--- config.mk ---
export PLATFORM = sky130hd
export DESIGN_NAME = csr_access_sequencer
export DESIGN_NICKNAME = d
export VERILOG_FILES = /design/src/rtl/csr_access_sequencer.sv
export SDC_FILE = /design/constraint.sdc
export NUM_CORES = 1
export LEC_CHECK = 0
export CAP_MARGIN = 20
export CELL_PAD_IN_SITES_DETAIL_PLACEMENT = 0
export CELL_PAD_IN_SITES_GLOBAL_PLACEMENT = 1
export CORE_ASPECT_RATIO = 0.7
export CORE_UTILIZATION = 37
export CTS_CLUSTER_SIZE = 14
export DETAILED_ROUTE_END_ITERATION = 10
export PLACE_DENSITY_LB_ADDON = 0.25
export SLEW_MARGIN = 20
export SYNTH_ARGS = -nofsm -noshare
export SYNTH_HDL_FRONTEND = slang
export SYNTH_SLANG_ARGS = --single-unit
--- constraint.sdc ---
create_clock -name clock_i -period 3.9 [get_ports clock_i]
set_input_delay 0.39 -clock clock_i [delete_from_list [all_inputs] [get_ports clock_i]]
set_output_delay 0.39 -clock clock_i [all_outputs]
set_load 0.02 [all_outputs]
--- src/rtl/csr_access_sequencer.sv ---
// Zicsr read-modify-write sequencer between the execute stage and the M-mode CSR file.
// Splits each CSR instruction into separate READ and WRITE port cycles and reports old value / illegal.

package csr_access_sequencer_pkg;

    typedef enum logic [1:0] {
        NO_COMMAND = 2'b00,
        READ_ONLY  = 2'b01,
        WRITE_ONLY = 2'b10
    } csr_command_t;

endpackage

module csr_access_sequencer
    import csr_access_sequencer_pkg::*;
#(
    parameter int MXLEN = 64
) (
    input  logic               clock_i,
    input  logic               reset_i,

    input  logic               req_valid_i,
    output logic               req_ready_o,
    input  logic [2:0]         req_funct3_i,
    input  logic [11:0]        req_address_i,
    input  logic [4:0]         req_rs1_idx_i,
    input  logic [MXLEN-1:0]   req_rs1_data_i,
    input  logic [4:0]         req_rd_idx_i,

    output logic               rsp_valid_o,
    input  logic               rsp_ready_i,
    output logic [MXLEN-1:0]   rsp_read_data_o,
    output logic               rsp_illegal_o,

    output logic [11:0]        csr_address_o,
    output csr_command_t       csr_command_o,
    output logic [MXLEN-1:0]   csr_write_data_o,
    input  logic [MXLEN-1:0]   csr_read_data_i,
    input  logic               csr_read_data_valid_i
);

    typedef enum logic [1:0] {
        IDLE  = 2'b00,
        READ  = 2'b01,
        WRITE = 2'b10,
        RESP  = 2'b11
    } state_t;

    // funct3[1:0]; 00 is not a Zicsr operation and is caught as illegal on accept.
    typedef enum logic [1:0] {
        OP_NONE = 2'b00,
        OP_W    = 2'b01,
        OP_S    = 2'b10,
        OP_C    = 2'b11
    } op_t;

    state_t             state_q, state_d;

    logic [11:0]        address_q;
    op_t                op_q;
    logic [MXLEN-1:0]   src_q;
    logic               do_write_q;
    logic               do_read_q;
    logic               illegal_q;
    logic [MXLEN-1:0]   old_q;
    logic [MXLEN-1:0]   new_q;

    // Request decode, evaluated while IDLE so the accept edge can latch the results.
    op_t                req_op;
    logic [MXLEN-1:0]   req_src;
    logic               req_do_write;
    logic               req_do_read;
    logic               req_illegal;
    logic               accept;

    always_comb begin
        req_op       = op_t'(req_funct3_i[1:0]);
        req_src      = req_funct3_i[2] ? {{(MXLEN-5){1'b0}}, req_rs1_idx_i} : req_rs1_data_i;
        req_do_write = (req_op == OP_W) || (req_rs1_idx_i != 5'd0);
        req_do_read  = (req_op != OP_W) || (req_rd_idx_i != 5'd0);
        req_illegal  = (req_op == OP_NONE)
                    || (req_do_write && (req_address_i[11:10] == 2'b11));
        accept       = (state_q == IDLE) && req_valid_i;
    end

    // Read-phase datapath: a skipped read behaves as if the CSR held zero.
    logic [MXLEN-1:0]   read_old;
    logic [MXLEN-1:0]   read_new;

    always_comb begin
        read_old = do_read_q ? csr_read_data_i : '0;
        case (op_q)
            OP_W:    read_new = src_q;
            OP_S:    read_new = read_old | src_q;
            OP_C:    read_new = read_old & ~src_q;
            default: read_new = '0;
        endcase
    end

    // NOTE: sequential state uses non-blocking assignments so every register samples pre-edge values.
    always_ff @(posedge clock_i) begin
        if (reset_i) begin
            state_q <= IDLE;
        end else begin
            state_q <= state_d;
        end
    end

    // NOTE: datapath registers are reset too, so a dropped operation leaves nothing stale behind.
    always_ff @(posedge clock_i) begin
        if (reset_i) begin
            address_q  <= '0;
            op_q       <= OP_NONE;
            src_q      <= '0;
            do_write_q <= 1'b0;
            do_read_q  <= 1'b0;
            illegal_q  <= 1'b0;
            old_q      <= '0;
            new_q      <= '0;
        end else begin
            case (state_q)
                IDLE: begin
                    if (accept) begin
                        address_q  <= req_address_i;
                        op_q       <= req_op;
                        src_q      <= req_src;
                        do_write_q <= req_do_write;
                        do_read_q  <= req_do_read;
                        illegal_q  <= req_illegal;
                        old_q      <= '0;
                        new_q      <= '0;
                    end
                end
                READ: begin
                    if (!csr_read_data_valid_i) begin
                        illegal_q <= 1'b1;
                        old_q     <= '0;
                        new_q     <= '0;
                    end else begin
                        old_q     <= read_old;
                        new_q     <= read_new;
                    end
                end
                default: ;
            endcase
        end
    end

    // NOTE: every output and next-state value gets a default first, so no path infers a latch.
    always_comb begin
        state_d          = state_q;
        req_ready_o      = 1'b0;
        rsp_valid_o      = 1'b0;
        rsp_read_data_o  = '0;
        rsp_illegal_o    = 1'b0;
        csr_address_o    = '0;
        csr_command_o    = NO_COMMAND;
        csr_write_data_o = '0;

        // Outputs stay at their idle values while reset is held, whatever the state.
        if (!reset_i) begin
            case (state_q)
                IDLE: begin
                    req_ready_o = 1'b1;
                    if (req_valid_i) begin
                        state_d = req_illegal ? RESP : READ;
                    end
                end
                READ: begin
                    csr_address_o = address_q;
                    csr_command_o = do_read_q ? READ_ONLY : NO_COMMAND;
                    if (!csr_read_data_valid_i) begin
                        state_d = RESP;
                    end else if (do_write_q) begin
                        state_d = WRITE;
                    end else begin
                        state_d = RESP;
                    end
                end
                WRITE: begin
                    csr_address_o    = address_q;
                    csr_command_o    = WRITE_ONLY;
                    csr_write_data_o = new_q;
                    state_d          = RESP;
                end
                RESP: begin
                    rsp_valid_o     = 1'b1;
                    rsp_read_data_o = old_q;
                    rsp_illegal_o   = illegal_q;
                    if (rsp_ready_i) begin
                        state_d = IDLE;
                    end
                end
                default: state_d = IDLE;
            endcase
        end
    end

endmodule
==> flow_summary.json, run 1 <==
{
  "timing.clock.skew_ps": 5.74,
  "final_antenna_net_count": 0,
  "hp-start": "req_address_i[9]",
  "max_freq_mhz": 306,
  "synth_top_area_cell": "dfxtp_1",
  "ys_warn_count": 0,
  "diodes": 0,
  "fillers": 2417,
  "rsz0062_at_grt": "false",
  "syn_area_mm2": 0.00969,
  "die_x_um": 195,
  "ctsHoldBuffers": 0,
  "path_clk_slew_ps": 60,
  "min_path_type": "in -> reg",
  "ys_seq_elements": 211,
  "drc": 0,
  "cellLeakagePower_nw": 4.64,
  "cts_setup_buffers": 0,
  "grt_usage": 0.240,
  "cts_tree": "yes",
  "r2r_setup_slack_ps": 1400,
  "clock_latency_ps": 500,
  "routed_via_density": 5.29,
  "maxCapViolCount": 0,
  "pin_count": 303,
  "crit_path_start_kind": "register",
  "ir_drop_mv": 0.353,
  "vias": 9269,
  "worstSetupPathType": "reg -> out",
  "slew-limit-headroom": 0.326,
  "rr_worst_depth": 7,
  "power-per-cell-area_mw_per_mm2": 463,
  "drive_gt1_frac": 0.0627,
  "crit_end": "rsp_read_data_o[55]",
  "crit_required_ps": 3510,
  "synthTopCellsByCount": "dfxtp_1, nand2_1, and2_1",
  "antenna_found_initial": 2,
  "critPathMaxFanout": 35,
  "crit_chain": "ha_1 > inv_1 > nor2_4 > buf_4 > and2_1 > clkdlybuf4s50_1",
  "die-area_mm2": 0.0269,
  "ctsLongestPathBuffers": 3,
  "rows": 49,
  "netlist.area_leader.share": 0.436,
  "drt_iter0_markers": 574,
  "cts_sinks": 211,
  "drt_pass1_iterations": 5,
  "cts_max_level": 1,
  "yosys.cell_types.count": 38,
  "crit_start": "state_q[0]",
  "chipHeight_um": 137,
  "start_util": 0.377,
  "finalNonFillerCells": 1751,
  "syn_nets": 1335,
  "worstMarginPinSlew_ps": 1010,
  "cts_root_buf": "clkbuf_16",
  "async_flop_share": 0,
  "hpwlAfterDp_mm": 21.1,
  "end_kind": "output port",
  "dp.cells": 1711,
  "coreArea_mm2": 0.0257,
  "setup_viol": 0,
  "slew_violations": 0,
  "cts_resized": 0,
  "grt_overflow_total": 0,
  "routed_wl_mm": 33.2,
  "worstPathArrival_ps": 2880,
  "grt_max_degree": 85,
  "avgSynthCellArea_um2": 8.26,
  "outcome": "completed",
  "hold_viol_final": 0,
  "grt_pass1_vias": 8787,
  "port_buffers": 302,
  "cpMaxStageDelayCell": "clkdlybuf4s50_1",
  "setup_tns_ps": 0,
  "synth_edf_count": 0,
  "wire_per_inst_um": 18.9,
  "num-nets-final": 1567,
  "syn_inst": 1173,
  "ys_seq_area_frac": 0.436,
  "cts_buffers": 23,
  "fin_crit_ps": 3270,
  "grt_pass1_wl_mm": 50.8,
  "synth_top_flop_cell": "dfxtp_1",
  "area_growth_pct": 40.0,
  "synth_area_leaders": "dfxtp_1, and2_1, nand2_1",
  "r2r_end": "old_q[34]",
  "cpPeakStageDelay_ps": 620,
  "finalCritPeriodShare": 0.838,
  "yosysMostFrequentCell": "dfxtp_1",
  "gp_congestion": 0.780,
  "r2r_start": "state_q[0]"
}
[report_power, final]
part	total (mW)	leakage, nW	internal, mW	switching (mW)
registers	2.45	1.71	2.30	0.145
clock network	2.09	0.348	1.20	0.890
logic	1.74	2.58	0.550	1.19
[kinds of logic (layout without fill, tap and decap cells)]
kind of cell / after synthesis / count (layout) / share of synthesized area
and+or+nand+nor: 513 / 513 / 0.269
AOI/OAI and AO/OA: 299 / 299 / 0.207
DFF: 211 / 211 / 0.436
buffers and inverters: 121 / 368 / 0.0545
muxes: 24 / 24 / 0.0271
adders and majority gates: 4 / 4 / 0.00516
xor gates and xnor gates: 1 / 1 / 0.00168
[worst max-delay path: cells and delay by family (launching register included)]
family                     cells  cell delay, ps
adders and majority gates      1             150
buffers and inverters          3            1100
DFF                            1             360
and+or+nand+nor                2             750
[cell usage in the layout (no fill, tap or decap), types with 2 or more instances in the layout]
| cell | n |
|---|---|
| clkdlybuf4s50_1 | 300 |
| dfxtp_1 | 209 |
| nand2_1 | 171 |
| and2_1 | 141 |
| a21oi_1 | 112 |
| nor2_1 | 73 |
| a32oi_1 | 62 |
| nand3b_1 | 59 |
| o21ai_0 | 48 |
| nand3_1 | 47 |
| a22o_1 | 45 |
| clkbuf_16 | 23 |
| buf_4 | 22 |
| mux2_2 | 18 |
| a211o_1 | 18 |
| a211oi_1 | 6 |
| nor3_1 | 6 |
| clkbuf_8 | 6 |
| mux2i_1 | 5 |
| clkbuf_1 | 5 |
| inv_1 | 4 |
| ha_1 | 4 |
| clkinv_2 | 4 |
| nor2b_4 | 3 |
| nor2_4 | 2 |
| nand2b_1 | 2 |
| a2bb2oi_1 | 2 |
| nor2b_1 | 2 |
| clkinvlp_4 | 2 |
| dfxtp_4 | 2 |
[metal layers]
layer  up-vias  routed length, um  global-route usage
li1       4545                  -                   -
met1      4397              15800               0.340
met2       298              14400               0.369
met3        29               2590              0.0602
met4         0                450              0.0437
met5         -                  0                   0
[area by class of cell]
cell class / count / area (um2) / area share
Clock inverter: 6 / 35.0 / 0.00258
Inverter: 4 / 15.0 / 0.00111
Multi-Input combinational cell: 841 / 5010 / 0.369
Clock buffer: 34 / 677 / 0.0499
Sequential cell: 211 / 4230 / 0.312
Timing Repair Buffer: 324 / 3180 / 0.235
Tap cell: 331 / 414 / 0.0305
[state kept, by name (all words and copies together), names as in the netlist]
register    flops
state_q         2
do_write_q      1
illegal_q       1
src_q          64
address_q      12
new_q          64
do_read_q       1
op_q            2
old_q          64
[worst min path at each step]
stage	endpoint	slack, ps	depth (start not counted)
after floorplan	address_q[0]	430	2
after global placement	new_q[7]	440	2
after detailed placement	new_q[6]	440	2
after CTS	address_q[0]	430	3
after global routing	address_q[9]	440	3
final	address_q[9]	440	3
[stage by stage]
stage	power, mW	hold WS (ps)	worst slack [ps]	util	cell area, um2
finish	6.28	443	633	0.528	13600
global route	6.60	442	420	0.528	13600
CTS	6.35	425	572	0.528	13600
detailed placement	4.26	445	1130	0.500	12900
global placement	4.22	440	1180	0.500	12900
floorplan	3.56	432	2130	-	9690
Power figures use the tool's default switching activity.
==> run 2, diff against run 1 <==
Settings changed: CORE_UTILIZATION 37 to 31.
Clock period 3.9 ns to 3 ns, I/O delays scaled along.
==> flow_summary.json, run 2 (synthesis gave the netlist of run 1 again) <==
{
  "vias": 9284,
  "finalCritPeriodShare": 0.912,
  "cpMaxStageDelayCell": "clkdlybuf4s50_1",
  "layout_common_cells": "clkdlybuf4s50_1, dfxtp_1, nand2_1",
  "routed_wl_mm": 35.2,
  "cp_num_buf_inv": 3,
  "crit_chain": "ha_1 > inv_1 > nor2_4 > buf_4 > and2_1 > clkdlybuf4s50_1",
  "final_util": 0.454,
  "path_depth": 6,
  "cpPeakStageDelay_ps": 620,
  "final_common_cell": "clkdlybuf4s50_1",
  "cts_tree": "yes",
  "wire_per_inst_um": 19.2,
  "r2r_start": "state_q[1]",
  "maxCapViolCount": 0,
  "hold_viol_final": 0,
  "crit_path_start_kind": "register",
  "timing.clock.skew_ps": 13.0,
  "max_freq_mhz": 365,
  "grt_overflow_total": 0,
  "intPower_mw": 5.40,
  "outcome": "completed",
  "ctsLongestPathBuffers": 3,
  "ctsHoldBuffers": 0,
  "rr_worst_depth": 7,
  "grt_usage": 0.216,
  "drt_pass1_iterations": 5,
  "netSwitchingPower_mw": 2.96,
  "worstSetupPathType": "reg -> out",
  "area_growth_pct": 42.4,
  "hp-start": "reset_i",
  "fillers": 3084,
  "slew-limit-headroom": 0.376,
  "hpwlAfterDp_mm": 22.7,
  "cts_sinks": 211,
  "worstMarginPinSlew_ps": 936,
  "path_clk_slew_ps": 60,
  "cts_buffers": 23,
  "grt_max_degree": 85,
  "cts_setup_buffers": 0,
  "slew_violations": 0,
  "grt_pass1_vias": 9050,
  "worstPathArrival_ps": 2440,
  "chipHeight_um": 150,
  "ir_drop_mv": 0.566,
  "port_buffers": 302,
  "coreArea_mm2": 0.0304,
  "cts_resized": 0,
  "sequentialPowerShare": 0.376,
  "num-nets-final": 1571,
  "clock_latency_ps": 520,
  "antenna_found_initial": 1,
  "gp_congestion": 0.745,
  "drive_gt1_frac": 0.0653,
  "hold_depth": 2,
  "start_util": 0.319,
  "setup_tns_ps": 0,
  "crit_family": "buffers and inverters",
  "drc": 0,
  "combinationalPowerShare": 0.292,
  "pin_count": 303,
  "r2r_end": "old_q[36]",
  "end_kind": "output port",
  "cellLeakagePower_nw": 4.70,
  "clock_power_share": 0.332,
  "die-area_mm2": 0.0320,
  "top_regs": "new_q (64), old_q (64), src_q (64)",
  "final_antenna_net_count": 0,
  "hold_end": "address_q[11]",
  "setup_viol": 0,
  "fin_crit_ps": 2740,
  "cts_max_level": 1,
  "p_sw_frac": 0.354,
  "r2r_setup_slack_ps": 840,
  "critPathMaxFanout": 35,
  "min_path_type": "in -> reg",
  "rsz0062_at_grt": "false",
  "routed_via_density": 5.05,
  "cts_root_buf": "clkbuf_16",
  "die_x_um": 213,
  "crit_required_ps": 2700,
  "drt_iter0_markers": 530,
  "rows": 53,
  "power-per-cell-area_mw_per_mm2": 606,
  "grt_pass1_wl_mm": 53.7
}
## run 2: cell types whose count changed in the layout (fill, tap and decap cells not counted), sizes merged
cell / change
buf: +4
clkinv: -1
diode: +1
inv: +1
## run 2: area by class of cell
class,instances,area [um2],share of cell area
tap,412,515,0.0373
multi-input combinational,841,5010,0.363
clock buffer,34,688,0.0499
clock inverter,6,38.8,0.00281
timing repair buffer,328,3300,0.239
inverter,4,15.0,0.00109
sequential,211,4230,0.307
antenna,1,2.50,0.000181
## run 2: worst reg2reg max path, delay by kind of cell (launching register included)
kind                       cells  cell delay [ps]
adders and majority gates      1              340
DFF                            1              320
AOI/OAI and AO/OA              1              150
and+or+nand+nor                3              830
buffers and inverters          2              450
## run 2: power groups by stage
stage / sequential, mW / combinational (mW) / clock (mW)
final: 3.15 / 2.44 / 2.77
after floorplan: 3.14 / 1.49 / 0
after global routing: 3.17 / 2.67 / 2.96
after CTS: 3.15 / 2.49 / 2.85
after global placement: 3.20 / 2.46 / 0
after detailed placement: 3.21 / 2.48 / 0
## run 2: worst max-delay path by stage
stage	from	end	slack [ps]
floorplan	state_q[0]	csr_write_data_o[10]	1320
global placement	req_valid_i	old_q[42]	790
detailed placement	req_valid_i	old_q[42]	720
CTS	state_q[0]	csr_write_data_o[61]	220
global route	state_q[0]	rsp_read_data_o[49]	150
finish	state_q[0]	rsp_read_data_o[29]	260
## run 2: metal layers
| metal | track usage | wire, um |
|---|---|---|
| met5 | 0 | 0 |
| met4 | 0.0354 | 426 |
| met3 | 0.0468 | 2400 |
| met2 | 0.332 | 15300 |
| met1 | 0.311 | 17100 |
## run 2: per-stage QoR
stage / setup slack, ps / hold slack [ps] / instances / total power [mW] / cell area (um2)
after floorplan: 1320 / 432 / 1173 / 4.63 / 9690
after global placement: 789 / 437 / 1796 / 5.66 / 13100
after detailed placement: 722 / 444 / 1796 / 5.69 / 13100
after CTS: 223 / 150 / 1836 / 8.48 / 13800
after global routing: 146 / 175 / 1836 / 8.81 / 13800
final: 263 / 167 / 1837 / 8.36 / 13800
==> run 3, diff against run 2 <==
Settings changed: SKIP_CTS_REPAIR_TIMING set to 1.
==> results of run 3 <==
Same layout as run 2: the final DEF is identical, and so are final timing and power.
